$ cat src/rtl/mem_port_arbiter.sv
// mem_port_arbiter
//   Shares one single-port synchronous word memory between the instruction
//   fetch (IF) requester and the data-memory (DM) load/store requester.
//   DM has priority. IF is guaranteed a grant after MAX_DM_STREAK consecutive
//   DM grants made while IF was waiting.
//
//   Each access runs IDLE (arbitrate) -> ACCESS (MEM_LATENCY cycles) ->
//   RESP (1 cycle). The rvalid pulse and read data appear in the cycle after
//   RESP, so req-to-rvalid is MEM_LATENCY + 2 cycles.
//
// Ports
//   clk_i/rst_n : clock, asynchronous active-low reset (port names clk, rst_n)
//   if_*        : fetch request/grant/response
//   dm_*        : load/store request/grant/response
//   mem_*       : memory strobe, write enable, byte enables, word address,
//                 write data and read data
//   busy        : high whenever the sequencer is not IDLE
//   perf_*      : grant/conflict counters
//
// Configuration
//   MEM_ARB_PERF_EN : when defined, perf_* are saturating event counters;
//                     otherwise the perf_* ports are tied to 0.
module mem_port_arbiter #(
  parameter int unsigned ADDR_W        = 10,
  parameter int unsigned MEM_LATENCY   = 1,
  parameter int unsigned MAX_DM_STREAK = 3
) (
  input  logic              clk,
  input  logic              rst_n,
  input  logic              if_req,
  input  logic [31:0]       if_addr,
  output logic              if_gnt,
  output logic              if_rvalid,
  output logic [31:0]       if_rdata,
  input  logic              dm_req,
  input  logic              dm_we,
  input  logic [3:0]        dm_be,
  input  logic [31:0]       dm_addr,
  input  logic [31:0]       dm_wdata,
  output logic              dm_gnt,
  output logic              dm_rvalid,
  output logic [31:0]       dm_rdata,
  output logic              mem_en,
  output logic              mem_we,
  output logic [3:0]        mem_be,
  output logic [ADDR_W-1:0] mem_addr,
  output logic [31:0]       mem_wdata,
  input  logic [31:0]       mem_rdata,
  output logic              busy,
  output logic [31:0]       perf_if_cnt,
  output logic [31:0]       perf_dm_cnt,
  output logic [31:0]       perf_conf_cnt
);

  localparam int unsigned SW = (MAX_DM_STREAK < 2) ? 1 : $clog2(MAX_DM_STREAK + 1);

  typedef enum logic [1:0] {S_IDLE, S_ACCESS, S_RESP} state_e;
  typedef enum logic {OWN_IF, OWN_DM} owner_e;

  state_e            state_q, state_d;
  owner_e            owner_q, owner_d;
  logic              op_we_q, op_we_d;
  logic [SW-1:0]     streak_q, streak_d;
  logic [2:0]        cnt_q, cnt_d;
  logic              mem_en_q, mem_en_d;
  logic              mem_we_q, mem_we_d;
  logic [3:0]        mem_be_q, mem_be_d;
  logic [ADDR_W-1:0] mem_addr_q, mem_addr_d;
  logic [31:0]       mem_wdata_q, mem_wdata_d;
  logic              if_gnt_q, if_gnt_d, dm_gnt_q, dm_gnt_d;
  logic              if_rvalid_q, if_rvalid_d, dm_rvalid_q, dm_rvalid_d;
  logic [31:0]       if_rdata_q, if_rdata_d, dm_rdata_q, dm_rdata_d;
  logic              pick_if;

  // Byte-offset and out-of-range address bits are intentionally ignored.
  logic unused_addr_bits;
  assign unused_addr_bits = ^{if_addr[31:ADDR_W+2], if_addr[1:0],
                              dm_addr[31:ADDR_W+2], dm_addr[1:0]};

  always_comb begin
    state_d     = state_q;
    owner_d     = owner_q;
    op_we_d     = op_we_q;
    streak_d    = streak_q;
    cnt_d       = cnt_q;
    mem_en_d    = 1'b0;
    mem_we_d    = 1'b0;
    mem_be_d    = '0;
    mem_addr_d  = mem_addr_q;
    mem_wdata_d = mem_wdata_q;
    if_gnt_d    = 1'b0;
    dm_gnt_d    = 1'b0;
    if_rvalid_d = 1'b0;
    dm_rvalid_d = 1'b0;
    if_rdata_d  = if_rdata_q;
    dm_rdata_d  = dm_rdata_q;
    pick_if     = if_req && (!dm_req || (streak_q == SW'(MAX_DM_STREAK)));

    unique case (state_q)
      S_IDLE: begin
        if (if_req || dm_req) begin
          state_d  = S_ACCESS;
          cnt_d    = 3'(MEM_LATENCY);
          mem_en_d = 1'b1;
          if (pick_if) begin
            owner_d    = OWN_IF;
            op_we_d    = 1'b0;
            mem_we_d   = 1'b0;
            mem_be_d   = 4'hF;
            mem_addr_d = if_addr[ADDR_W+1:2];
            if_gnt_d   = 1'b1;
            streak_d   = '0;
          end else begin
            owner_d     = OWN_DM;
            op_we_d     = dm_we;
            mem_we_d    = dm_we;
            mem_be_d    = dm_be;
            mem_addr_d  = dm_addr[ADDR_W+1:2];
            mem_wdata_d = dm_wdata;
            dm_gnt_d    = 1'b1;
            if (!if_req)
              streak_d = '0;
            else if (streak_q != SW'(MAX_DM_STREAK))
              streak_d = streak_q + 1'b1;
          end
        end
      end
      S_ACCESS: begin
        cnt_d = cnt_q - 1'b1;
        if (cnt_q == 3'd1) state_d = S_RESP;
      end
      S_RESP: begin
        state_d = S_IDLE;
        if (owner_q == OWN_IF) begin
          if_rvalid_d = 1'b1;
          if_rdata_d  = mem_rdata;
        end else begin
          dm_rvalid_d = 1'b1;
          // Stores only acknowledge; dm_rdata keeps the last loaded word.
          if (!op_we_q) dm_rdata_d = mem_rdata;
        end
      end
      default: state_d = S_IDLE;
    endcase
  end

  always_ff @(posedge clk or negedge rst_n) begin
    if (!rst_n) begin
      state_q     <= S_IDLE;
      owner_q     <= OWN_IF;
      op_we_q     <= 1'b0;
      streak_q    <= '0;
      cnt_q       <= '0;
      mem_en_q    <= 1'b0;
      mem_we_q    <= 1'b0;
      mem_be_q    <= '0;
      mem_addr_q  <= '0;
      mem_wdata_q <= '0;
      if_gnt_q    <= 1'b0;
      dm_gnt_q    <= 1'b0;
      if_rvalid_q <= 1'b0;
      dm_rvalid_q <= 1'b0;
      if_rdata_q  <= '0;
      dm_rdata_q  <= '0;
    end else begin
      state_q     <= state_d;
      owner_q     <= owner_d;
      op_we_q     <= op_we_d;
      streak_q    <= streak_d;
      cnt_q       <= cnt_d;
      mem_en_q    <= mem_en_d;
      mem_we_q    <= mem_we_d;
      mem_be_q    <= mem_be_d;
      mem_addr_q  <= mem_addr_d;
      mem_wdata_q <= mem_wdata_d;
      if_gnt_q    <= if_gnt_d;
      dm_gnt_q    <= dm_gnt_d;
      if_rvalid_q <= if_rvalid_d;
      dm_rvalid_q <= dm_rvalid_d;
      if_rdata_q  <= if_rdata_d;
      dm_rdata_q  <= dm_rdata_d;
    end
  end

  assign if_gnt    = if_gnt_q;
  assign dm_gnt    = dm_gnt_q;
  assign if_rvalid = if_rvalid_q;
  assign dm_rvalid = dm_rvalid_q;
  assign if_rdata  = if_rdata_q;
  assign dm_rdata  = dm_rdata_q;
  assign mem_en    = mem_en_q;
  assign mem_we    = mem_we_q;
  assign mem_be    = mem_be_q;
  assign mem_addr  = mem_addr_q;
  assign mem_wdata = mem_wdata_q;
  assign busy      = (state_q != S_IDLE);

`ifdef MEM_ARB_PERF_EN
  logic [31:0] perf_if_q, perf_dm_q, perf_conf_q;

  always_ff @(posedge clk or negedge rst_n) begin
    if (!rst_n) begin
      perf_if_q   <= '0;
      perf_dm_q   <= '0;
      perf_conf_q <= '0;
    end else begin
      if (if_gnt_q && (perf_if_q != '1)) perf_if_q <= perf_if_q + 32'd1;
      if (dm_gnt_q && (perf_dm_q != '1)) perf_dm_q <= perf_dm_q + 32'd1;
      if ((state_q == S_IDLE) && if_req && dm_req && (perf_conf_q != '1))
        perf_conf_q <= perf_conf_q + 32'd1;
    end
  end

  assign perf_if_cnt   = perf_if_q;
  assign perf_dm_cnt   = perf_dm_q;
  assign perf_conf_cnt = perf_conf_q;
`else
  assign perf_if_cnt   = '0;
  assign perf_dm_cnt   = '0;
  assign perf_conf_cnt = '0;
`endif

endmodule

$ cat config.mk
export PLATFORM = sky130hd
export DESIGN_NAME = mem_port_arbiter
export DESIGN_NICKNAME = d
export VERILOG_FILES = /design/src/rtl/mem_port_arbiter.sv
export SDC_FILE = /design/constraint.sdc
export NUM_CORES = 1
export LEC_CHECK = 0
export CORE_AREA = 2 2 135 137
export CTS_BUF_LIST = sky130_fd_sc_hd__clkbuf_4 sky130_fd_sc_hd__clkbuf_8
export CTS_CLUSTER_SIZE = 8
export DETAILED_ROUTE_END_ITERATION = 10
export DIE_AREA = 0 0 137 139
export GPL_TIMING_DRIVEN = 0
export PLACE_DENSITY = 0.74
export RECOVER_POWER = 50
export SYNTH_ARGS = -nofsm -noshare
export SYNTH_HDL_FRONTEND = slang
export SYNTH_SLANG_ARGS = --single-unit
$ cat constraint.sdc
create_clock -name clk -period 1.55 [get_ports clk]
set_input_delay 0.2325 -clock clk [delete_from_list [all_inputs] [get_ports clk]]
set_output_delay 0.2325 -clock clk [all_outputs]
set_load 0.01 [all_outputs]
==> impl_metrics.py <==
metrics = {
    "synthesis": {
        "synth-compound-area-share_pct": 4.80,
        "synthXorXnorAreaFrac_pct": 0.158,
        "ys_async_sr_fraction_pct": 100,
        "synth_edf_count": 0,
        "synthMuxAreaShare_pct": 19.5,
        "avgSynthCellArea_um2": 13.2,
        "ys_types": 33,
        "synthSimpleGateAreaFrac_pct": 3.00,
        "seq_area_frac_synth_pct": 56.4,
        "synth_ff_type": "dfrtp_1",
        "synth_top_family_by_area": "multiplexers",
        "ys_ff_latch": 125,
        "synth_area_mm2": 0.00555,
        "ys_warn_count": 0,
        "syn_inst": 422,
        "synth-adder-area-share_pct": 0.676,
    },
    "setup_path": {
        "crit_fanout": 7,
        "critPathKind": "reg2reg",
        "cp_slowest_cell": "dfrtp_2",
        "slowest_delay_ns": 0.44,
        "crit_arrival_ns": 1.90,
        "endpoint_kind": "register",
        "crit_required_ns": 1.86,
        "worst_setup_path_start_kind": "register",
        "path_cells": "and3b_1, nor2b_4, buf_12, clkbuf_16, mux2_4",
    },
    "timing": {
        "fin_crit_sh_pct": 103,
        "worst_pin_slew_ns": 0.919,
        "slew_headroom_pct": 38.7,
        "worst_slack_ns": -0.0435,
        "timing.fmax_mhz": 628,
        "rsz0062_at_grt": "yes",
        "skew_ns": 0.0125,
        "hold_viol": 0,
        "slew_violations": 0,
        "post-route-min-period_ns": 1.59,
        "setup_viol": 55,
    },
    "outcome": {
        "status": "finished with violations",
        "violations": "setup timing",
    },
    "clock_network": {
        "cts-root-buf": "clkbuf_8",
        "cts_tree": "yes",
        "cts_buffers": 17,
        "clock_latency_ns": 0.43,
        "cts.sinks": 125,
        "htreeDepth": 4,
        "path_clk_slew_ns": 0.08,
        "cts_buffer_depth": 2,
    },
    "grt": {
        "globalRouteOverflowTotal": 0,
        "grt_antenna_before_repair": 1,
        "grt_max_degree": 65,
        "grtUsageMet3_pct": 5.45,
        "grt_util_met1_pct": 16.0,
        "use_met2_pct": 26.8,
        "grt.total_usage_pct": 15.1,
        "grt_pass1_vias": 4165,
        "grt_pass1_wl_um": 21900,
        "top_usage_layer": "met2",
    },
    "worst_hold_path": {
        "hold_class": "in2reg",
    },
    "floorplanning": {
        "num_rows": 49,
        "dieArea_mm2": 0.0190,
        "start_util_pct": 31.4,
        "io_pins": 350,
        "die_w_um": 137,
        "coreArea_mm2": 0.0177,
        "chipHeight_um": 139,
    },
    "pwr": {
        "finalPower_w": 0.0161,
        "power.leakage_nw": 4.56,
        "ir_drop_mv": 0.811,
        "power_density_mw_per_mm2": 1750,
    },
    "layout": {
        "syn_to_final_growth_pct": 66.0,
        "layout_common_cells": "123 x dfrtp_1, 116 x dlygate4sd2_1, 106 x buf_4",
        "drive_above_1_share_pct": 34.8,
        "utilization_pct": 52.2,
        "fin_nets": 906,
        "fill_cells": 1557,
        "ff_latch_area_mm2": 0.00313,
        "final_common_cell": "dfrtp_1",
        "multiInputGateArea_mm2": 0.00212,
    },
    "route": {
        "routed_wl_um": 15100,
        "routedWlPerCell_um": 15.0,
        "dr.pass1.iters": 4,
        "drc": 0,
        "first_iter_violations": 116,
        "antenna_left": 0,
        "via_per_inst": 4.14,
        "dr_total_vias": 4173,
    },
    "placed_design": {
        "routabilityCongestion": 0.743,
        "place_hpwl_um": 10600,
        "preCtsSetupSlack_ns": -0.664,
        "portBuffers": 209,
    },
    "job": {
        "maxCapViolCount": 0,
    },
}
[registers in the layout (all words and copies together), names as in the netlist, 2 cells and up]
| register | cells |
|---|---|
| dm_rdata | 32 |
| if_rdata | 32 |
| mem_wdata | 32 |
| mem_addr | 10 |
| mem_be | 4 |
| cnt_q | 3 |
| state_q | 2 |
| streak_q | 2 |
[report_power, final]
group / switching [W] / total [W] / internal (W)
Clock: 0.00135 / 0.00301 / 0.00166
Combinational: 0.00310 / 0.00741 / 0.00431
Sequential: 0.000828 / 0.00570 / 0.00487
Total: 0.00529 / 0.0161 / 0.0108
[logic make-up after synthesis]
kind of cell | Yosys count
buffers and inverters | 122
muxes | 96
adders and majority gates | 3
AOI/OAI and AO/OA | 43
xor gates and xnor gates | 1
other | 1
DFF | 125
and+or+nand+nor | 31
[final timing paths]
kind,startpoint,to,slack (ns),cells past startpoint
max,state_q[0],dm_rdata[19],-0.04,5
min,dm_addr[11],mem_addr[9],0.37,3
max reg2reg,state_q[0],dm_rdata[19],-0.04,5
min reg2reg,if_rdata[22],if_rdata[22],0.50,1
max in group asynchronous,rst_n,dm_rdata[28],0.21,3
min in group asynchronous,rst_n,if_rdata[12],0.50,2
[routing by layer]
metal / vias up / wire length (um)
met5: - / 0
met1: 2003 / 5780
li1: 1945 / -
met2: 208 / 7640
met3: 17 / 1410
met4: 0 / 270
[what timing repair did]
action                                  CTS  global route
gates resized for setup                 188            30
endpoints found under the setup margin  229           110
hold buffers                              1             0
pin swaps                                 3             2
gates cloned                              3             5
buffers inserted                         13             2
endpoints found under the hold margin    61             0
[worst max-delay path, delay by kind of cell, from the launching register on]
family,cells,cell delay (ns)
buffers and inverters,2,0.32
DFF,1,0.44
muxes,1,0.29
and+or+nand+nor,2,0.42
[area by class of cell]
cell class | count | share of cell area [%]
flip-flops and latches | 125 | 34.0
repair buffers | 233 | 25.1
multi-input cells | 270 | 23.0
plain buffers | 110 | 9.82
well taps | 229 | 3.11
clock buffers | 19 | 2.77
clock inverters | 13 | 1.77
inverters | 9 | 0.421
diodes | 1 | 0.0272
[synth_stat cells, drive strengths merged, types with 3 or more instances]
library cell	instances	share of area (%)
dfrtp	125	56
buf	107	14
mux2	96	19
o21ai	13	1.2
a21oi	11	0.99
a31oi	10	1.1
nand3	10	0.90
inv	8	0.54
clkbuf	6	0.43
nor2	6	0.41
nor2b	4	0.45
o21a	4	0.54
ha	3	0.68
nand2	3	0.20
[per-stage QoR]
stage,hold slack (ns),instance area (um2),setup TNS [ns],cells
6_report,0.372,9210,-1.15,1009
4_1_cts,0.329,9030,-2.59,1005
3_3_place_gp,0.478,8290,-649.81,955
3_5_place_dp,0.267,8320,-38.99,956
5_1_grt,0.366,9210,-5.52,1009
2_1_floorplan,-0.0631,5910,0,517
(Power assumes the default switching activity.)
==> edit 1 (config.mk and constraints unchanged) <==
Take the reset off `mem_be_q`, `mem_addr_q`, `mem_wdata_q`, `if_rdata_q` and `dm_rdata_q` and load them in a clocked block of their own.
--- a/src/rtl/mem_port_arbiter.sv
+++ b/src/rtl/mem_port_arbiter.sv
@@ -154,13 +154,8 @@
       mem_en_q    <= 1'b0;
       mem_we_q    <= 1'b0;
-      mem_be_q    <= '0;
-      mem_addr_q  <= '0;
-      mem_wdata_q <= '0;
       if_gnt_q    <= 1'b0;
       dm_gnt_q    <= 1'b0;
       if_rvalid_q <= 1'b0;
       dm_rvalid_q <= 1'b0;
-      if_rdata_q  <= '0;
-      dm_rdata_q  <= '0;
     end else begin
       state_q     <= state_d;
@@ -171,14 +166,17 @@
       mem_en_q    <= mem_en_d;
       mem_we_q    <= mem_we_d;
-      mem_be_q    <= mem_be_d;
-      mem_addr_q  <= mem_addr_d;
-      mem_wdata_q <= mem_wdata_d;
       if_gnt_q    <= if_gnt_d;
       dm_gnt_q    <= dm_gnt_d;
       if_rvalid_q <= if_rvalid_d;
       dm_rvalid_q <= dm_rvalid_d;
-      if_rdata_q  <= if_rdata_d;
-      dm_rdata_q  <= dm_rdata_d;
     end
+  end
+
+  always_ff @(posedge clk) begin
+    mem_be_q    <= mem_be_d;
+    mem_addr_q  <= mem_addr_d;
+    mem_wdata_q <= mem_wdata_d;
+    if_rdata_q  <= if_rdata_d;
+    dm_rdata_q  <= dm_rdata_d;
   end
 
Behaviour: not the same (a bounded check fails within 4 cycles, from zero or initial values and one cycle with rst_n low).
==> edit 1 against the unedited design <==
- final area down 11%
- sequential cell count is the same
- largest cell class is now registers
- routed wire length shrank 20%
- synthesized cell count shrank 34%
- area after synthesis fell by 13%
- clock skew is 0.00092 ns lower
- die area unchanged
- the run still ends with negative setup slack left
- via count fell by 25%
- worst setup slack got worse by 0.016 ns
Power is not compared: it rests on default switching activity, and its combinational part moved more than twofold at a synthesized area within 25%.
==> edit 1: results (changes against the unedited design) <==
{| class="wikitable"
! Metric !! Value
|-
| Outcome || finished with violations
|-
| Violations in the final reports || negative setup slack
|-
| Pin count of the biggest net entering global routing || 20 (-69%)
|-
| Worst Clk Skew || 0.0115 ns (-0.000922 ns)
|-
| Count of flip-flops with a built-in enable after synthesis || 106 (+106)
|-
| First-pass GRT wire length || 17300 µm (-21%)
|-
| CTS HTree Levels || 4 (unchanged)
|-
| Clock-pin slew on the worst setup and hold paths || 0.09 ns
|-
| Cell family with most CP delay || flip-flops
|-
| Buffer cell driving the clock tree root || sky130_fd_sc_hd__clkbuf_8
|-
| Leakage power of the design || 3.68 nW
|-
| Pre-Repair DR Iteration Count || 4 (unchanged)
|-
| Post-placement worst setup slack || -0.852 ns (-0.188 ns)
|-
| Arrival time of data at the critical path endpoint || 1.79 ns (-0.11 ns)
|-
| Sum of negative setup slack || -0.246 ns (+0.903 ns)
|-
| Worst Reg-to-Reg Cells || 6 (+1)
|-
| Final setup violation count || 5 (-91%)
|-
| Vias per inst || 3.62 (-12%)
|-
| Gate count after technology mapping || 279 (-34%)
|-
| Port Buf Inserts || 209 (unchanged)
|-
| Net total in the final layout || 762 (-16%)
|-
| Crit Reg-Reg Endpoint || mem_addr[7]
|-
| Share of cells above drive strength 1 || 27.6% (-7.2 points)
|-
| Gr usage total || 12.5% (-2.5 points)
|-
| TritonCTS clock tree || yes
|-
| Worst-case clock buffer depth || 2 (unchanged)
|-
| Post-synth top cells || sky130_fd_sc_hd__edfxtp_1 (106), sky130_fd_sc_hd__buf_4 (96), sky130_fd_sc_hd__dfrtp_1 (15)
|-
| Worst-case setup margin in the final layout || -0.0591 ns (-0.0155 ns)
|-
| Number of cells after detailed placement || 813 (-15%)
|-
| Primary flip-flop cell chosen by synthesis mapping || sky130_fd_sc_hd__edfxtp_1
|-
| Peak supply drop || 0.000664 V
|-
| Filler instances || 1604 (+3.0%)
|-
| Yosys Warn Count || 0 (unchanged)
|-
| Maximum fanout count along the critical path || 5 (-2)
|-
| Initial drt markers || 76 (-34%)
|-
| Routability-driven placement congestion ratio || 0.718 (-3.4%)
|-
| Antenna violations before repair || 2 (+1)
|-
| Number of buffers created by CTS || 17 (unchanged)
|-
| Sequential-to-total area share from yosys stat || 75.3% (+19 points)
|-
| Cell with the largest stage delay on the worst path || sky130_fd_sc_hd__dfrtp_1
|-
| Hold Crit Class || in2async
|-
| Detailed Route WL || 12100 µm (-20%)
|-
| Number of library cell types mapped by synthesis || 32 (-3.0%)
|-
| Clock latency on the worst-skew pair || 0.44 ns
|-
| Placed wire-length estimate || 8600 µm (-19%)
|-
| Share of synthesized flip-flops with an asynchronous set or reset || 12.0% (-88 points)
|-
| Worst flop-to-flop path startpoint || streak_q[0]
|-
| Cell types with the largest area share after synthesis || sky130_fd_sc_hd__edfxtp_1 (66%), sky130_fd_sc_hd__buf_4 (15%), sky130_fd_sc_hd__dfrtp_1 (7.8%)
|-
| Slowest stage delay, CP || 0.39 ns (-0.05 ns)
|-
| Non-filler instance count after layout || 865 (-14%)
|-
| Tightest slew margin relative to the limit || 51.1% (+12 points)
|}
==> edit 1: cell types whose count changed in the layout (fill, tap and decap cells not counted), moves of 34 or more <==
cell	unedited run	this run
sky130_fd_sc_hd__mux2_2	53	2
sky130_fd_sc_hd__mux2_4	43	9
sky130_fd_sc_hd__dlygate4sd3_1	1	65
sky130_fd_sc_hd__clkdlybuf4s50_1	91	28
sky130_fd_sc_hd__edfxtp_1	0	106
sky130_fd_sc_hd__dfrtp_1	123	14
==> edit 1: cell families (layout without fill, tap and decap cells) <==
logic type / Yosys count / after routing / synth area share (%)
flops: 125 / 125 / 75.3
buf+inv: 102 / 361 / 15.6
simple gates: 22 / 24 / 2.77
compound gates: 14 / 14 / 2.10
mux: 11 / 11 / 3.26
fa+ha+maj: 3 / 3 / 0.776
other cells: 1 / 97 / 0.0776
xor+xnor: 1 / 1 / 0.181
==> edit 1: repair_timing <==
action,in CTS,in global routing
setup endpoints to repair,212,70
cloned,3,0
hold buffers,0,0
pin swaps,3,3
setup buffers,13,5
gates resized for setup,118,13
==> edit 1: routing by layer <==
| metal | track usage (%) | vias to the layer above | wire length, µm |
|---|---|---|---|
| li1 | - | 1498 | - |
| met1 | 12.3 | 1400 | 4050 |
| met2 | 22.6 | 214 | 6230 |
| met3 | 4.71 | 19 | 1480 |
| met4 | 6.24 | 2 | 311 |
| met5 | 0 | - | 16 |
==> edit 1: per-stage QoR <==
stage | power, W | util [%] | hold WS, ns | instance area, µm²
floorplan | 0.00587 | - | -0.0631 | 5230
global placement | 0.00721 | 43.1 | 0.489 | 7610
detailed placement | 0.00728 | 43.3 | 0.519 | 7640
CTS | 0.0102 | 45.9 | 0.228 | 8110
global route | 0.0106 | 46.3 | 0.348 | 8170
finish | 0.0100 | 46.3 | 0.286 | 8170
==> edit 1: final cells by class <==
type	count	share of cell area, %
flip-flops and latches	125	44.5
repair buffers	227	27.3
multi-input cells	149	10.7
plain buffers	97	9.00
well taps	229	3.51
clock buffers	17	2.86
clock inverters	15	1.79
inverters	5	0.291
diodes	1	0.0306
==> edit 1: how the worst max path moves through the flow <==
stage | from | end | slack [ns] | depth (start not counted)
after floorplan | state_q[1] | if_rdata[0] | -0.21 | 1
after global placement | dm_req | mem_wdata[8] | -0.83 | 4
after detailed placement | dm_req | mem_wdata[12] | -0.85 | 4
after CTS | streak_q[1] | mem_addr[7] | -0.09 | 6
after global routing | streak_q[0] | mem_addr[7] | -0.12 | 6
final | streak_q[0] | mem_addr[7] | -0.06 | 6
==> edit 1: where the power goes <==
part	internal (W)	switching, W
sequential	0.00435	0.000225
combinational	0.00137	0.00137
clock	0.00119	0.00153
total	0.00691	0.00312
==> edit 2 (same flow settings) <==
Without the edit above. Add a define of `MEM_ARB_PERF_EN`.
--- a/src/rtl/mem_port_arbiter.sv
+++ b/src/rtl/mem_port_arbiter.sv
@@ -21,4 +21,6 @@
 //   MEM_ARB_PERF_EN : when defined, perf_* are saturating event counters;
 //                     otherwise the perf_* ports are tied to 0.
+`define MEM_ARB_PERF_EN
+
 module mem_port_arbiter #(
   parameter int unsigned ADDR_W        = 10,
Behaviour: not the same (Yosys sat finds a counterexample within 4 cycles, from zero or initial values and one cycle with rst_n low).
==> edit 2 against the unedited design <==
- the run still ends with negative setup slack left
- final area up 78%
- area after synthesis up 67%
- critical path depth up 1
- count of clock-buffer cells in the layout up 47
- worst setup slack worse by 0.75 ns
- routed wire length rose to 2.8 times the old value
- sequential cell count up 96
- critical endpoint is now perf_dm_cnt[17]
- total power up 48%
==> edit 2: results (changes against the unedited design) <==
{| class="wikitable"
! Metric !! Value
|-
| Number of library cell types mapped by synthesis || 45 (+36%)
|-
| Port Buf Inserts || 305 (+46%)
|-
| Antenna violations before repair || 3 (+2)
|-
| Number of cells after detailed placement || 1275 (+33%)
|-
| Initial drt markers || 776 (+570%)
|-
| Post-synth top cells || sky130_fd_sc_hd__dfrtp_1 (221), sky130_fd_sc_hd__mux2_2 (100), sky130_fd_sc_hd__xnor2_1 (56)
|-
| Vias per inst || 6.09 (+47%)
|-
| Sequential-to-total area share from yosys stat || 59.7% (+3.3 points)
|-
| Share of cells above drive strength 1 || 44.6% (+9.9 points)
|-
| Final setup violation count || 240 (+340%)
|-
| Pre-Repair DR Iteration Count || 7 (+3)
|-
| Gate count after technology mapping || 740 (+75%)
|-
| Clock-pin slew on the worst setup and hold paths || 0.06 ns (-0.02 ns)
|-
| Peak supply drop || 0.00128 V (+57%)
|-
| Violations in the final reports || negative setup slack
|-
| CTS HTree Levels || 2 (-2)
|-
| Number of buffers created by CTS || 39 (+22)
|-
| Nets in the synthesized netlist || 883
|-
| Maximum fanout count along the critical path || 5 (-2)
|-
| Clock latency on the worst-skew pair || 0.55 ns (+0.12 ns)
|-
| Worst-case setup margin in the final layout || -0.795 ns (-0.751 ns)
|-
| Tightest Pin Transition || 0.965 ns (+0.0453 ns)
|-
| Placed wire-length estimate || 17800 µm (+69%)
|-
| Gr usage total || 33.1% (+18 points)
|-
| Worst Clk Skew || 0.0194 ns (+0.00695 ns)
|-
| Cell types with the largest area share after synthesis || sky130_fd_sc_hd__dfrtp_1 (60%), sky130_fd_sc_hd__mux2_2 (12%), sky130_fd_sc_hd__xnor2_1 (5.3%)
|-
| Worst-case clock buffer depth || 3 (+1)
|-
| Outcome || finished with violations
|-
| Detailed Route WL || 41900 µm (+180%)
|-
| Non-filler instance count after layout || 1557 (+54%)
|-
| Net total in the final layout || 1440 (+59%)
|-
| First-pass GRT wire length || 49000 µm (+120%)
|-
| Vias in the first global route || 8934 (+110%)
|-
| Arrival time of data at the critical path endpoint || 2.72 ns (+0.82 ns)
|-
| Routability-driven placement congestion ratio || 0.795 (+7.0%)
|-
| Leakage power of the design || 8.11 nW (+78%)
|}
[edit 2: final timing paths]
path                                      from                to  slack [ns]  cells after the start
worst max-delay path            perf_dm_cnt[8]   perf_dm_cnt[17]       -0.80                      6
worst min-delay path                     dm_we            mem_we        0.30                      2
worst max register to register  perf_dm_cnt[8]   perf_dm_cnt[17]       -0.80                      6
worst min register to register     mem_addr[0]       mem_addr[0]        0.49                      2
max in group asynchronous                rst_n  perf_conf_cnt[5]       -0.01                      3
min in group asynchronous                rst_n         mem_be[1]        0.40                      2
[edit 2: cell families after synthesis]
logic type                 after synthesis  synth area share [%]
buffers and inverters                   34                  1.43
adders and majority gates                6                 0.810
muxes                                  110                  13.2
xor gates and xnor gates                87                  8.22
and+or+nand+nor                        244                  14.0
AOI/OAI and AO/OA                       38                  2.59
DFF                                    221                  59.7
[edit 2: final cells by class]
class,instances,area (µm²)
antenna,2,5.00
buffer,17,279
clock buffer,66,827
clock inverter,4,26.3
fill,548,1250
inverter,16,60.1
multi-input combinational,487,4590
sequential,221,5580
tap,229,287
timing repair buffer,515,4750
[edit 2: critical path, cell delays in order (launching register included)]
cell and delay, ns:
sky130_fd_sc_hd__dfrtp_2 0.44, sky130_fd_sc_hd__and3_1 0.21, sky130_fd_sc_hd__clkbuf_8 0.16, sky130_fd_sc_hd__and3_1 0.29, sky130_fd_sc_hd__nand3_4 0.18, sky130_fd_sc_hd__nand4_1 0.26
sky130_fd_sc_hd__xnor2_1 0.62
[edit 2: per-stage QoR]
step	setup TNS, ns	setup slack, ns	cell area [µm²]
4_1_cts	-32.25	-0.440	15600
6_report	-77.00	-0.795	16400
5_1_grt	-110.30	-0.907	16400
2_1_floorplan	-18.44	-0.318	9640
3_3_place_gp	-2090.05	-9.97	13000
3_5_place_dp	-70.48	-0.893	13000
[edit 2: metal layers]
layer	part of all wire [%]	vias to the layer above	GRT usage, %
li1	-	3757	-
met1	32	4657	37.4
met2	50	772	58.5
met3	9.6	299	9.25
met4	8.2	2	13.4
met5	0.029	-	0
[edit 2: what timing repair did]
item,4_1_cts,5_1_grt
gates cloned,10,2
resized for setup,412,153
pin swaps,74,76
endpoints found under the setup margin,414,372
hold endpoints to repair,101,0
hold buffers,1,0
buffers inserted,141,62
[edit 2: where the power goes]
group	internal, W	total (W)	leakage, nW	switching (W)
Sequential	0.00755	0.00882	2.75	0.00127
Clock	0.00336	0.00592	0.453	0.00256
Combinational	0.00493	0.00913	4.90	0.00420
Total	0.0158	0.0239	8.11	0.00803
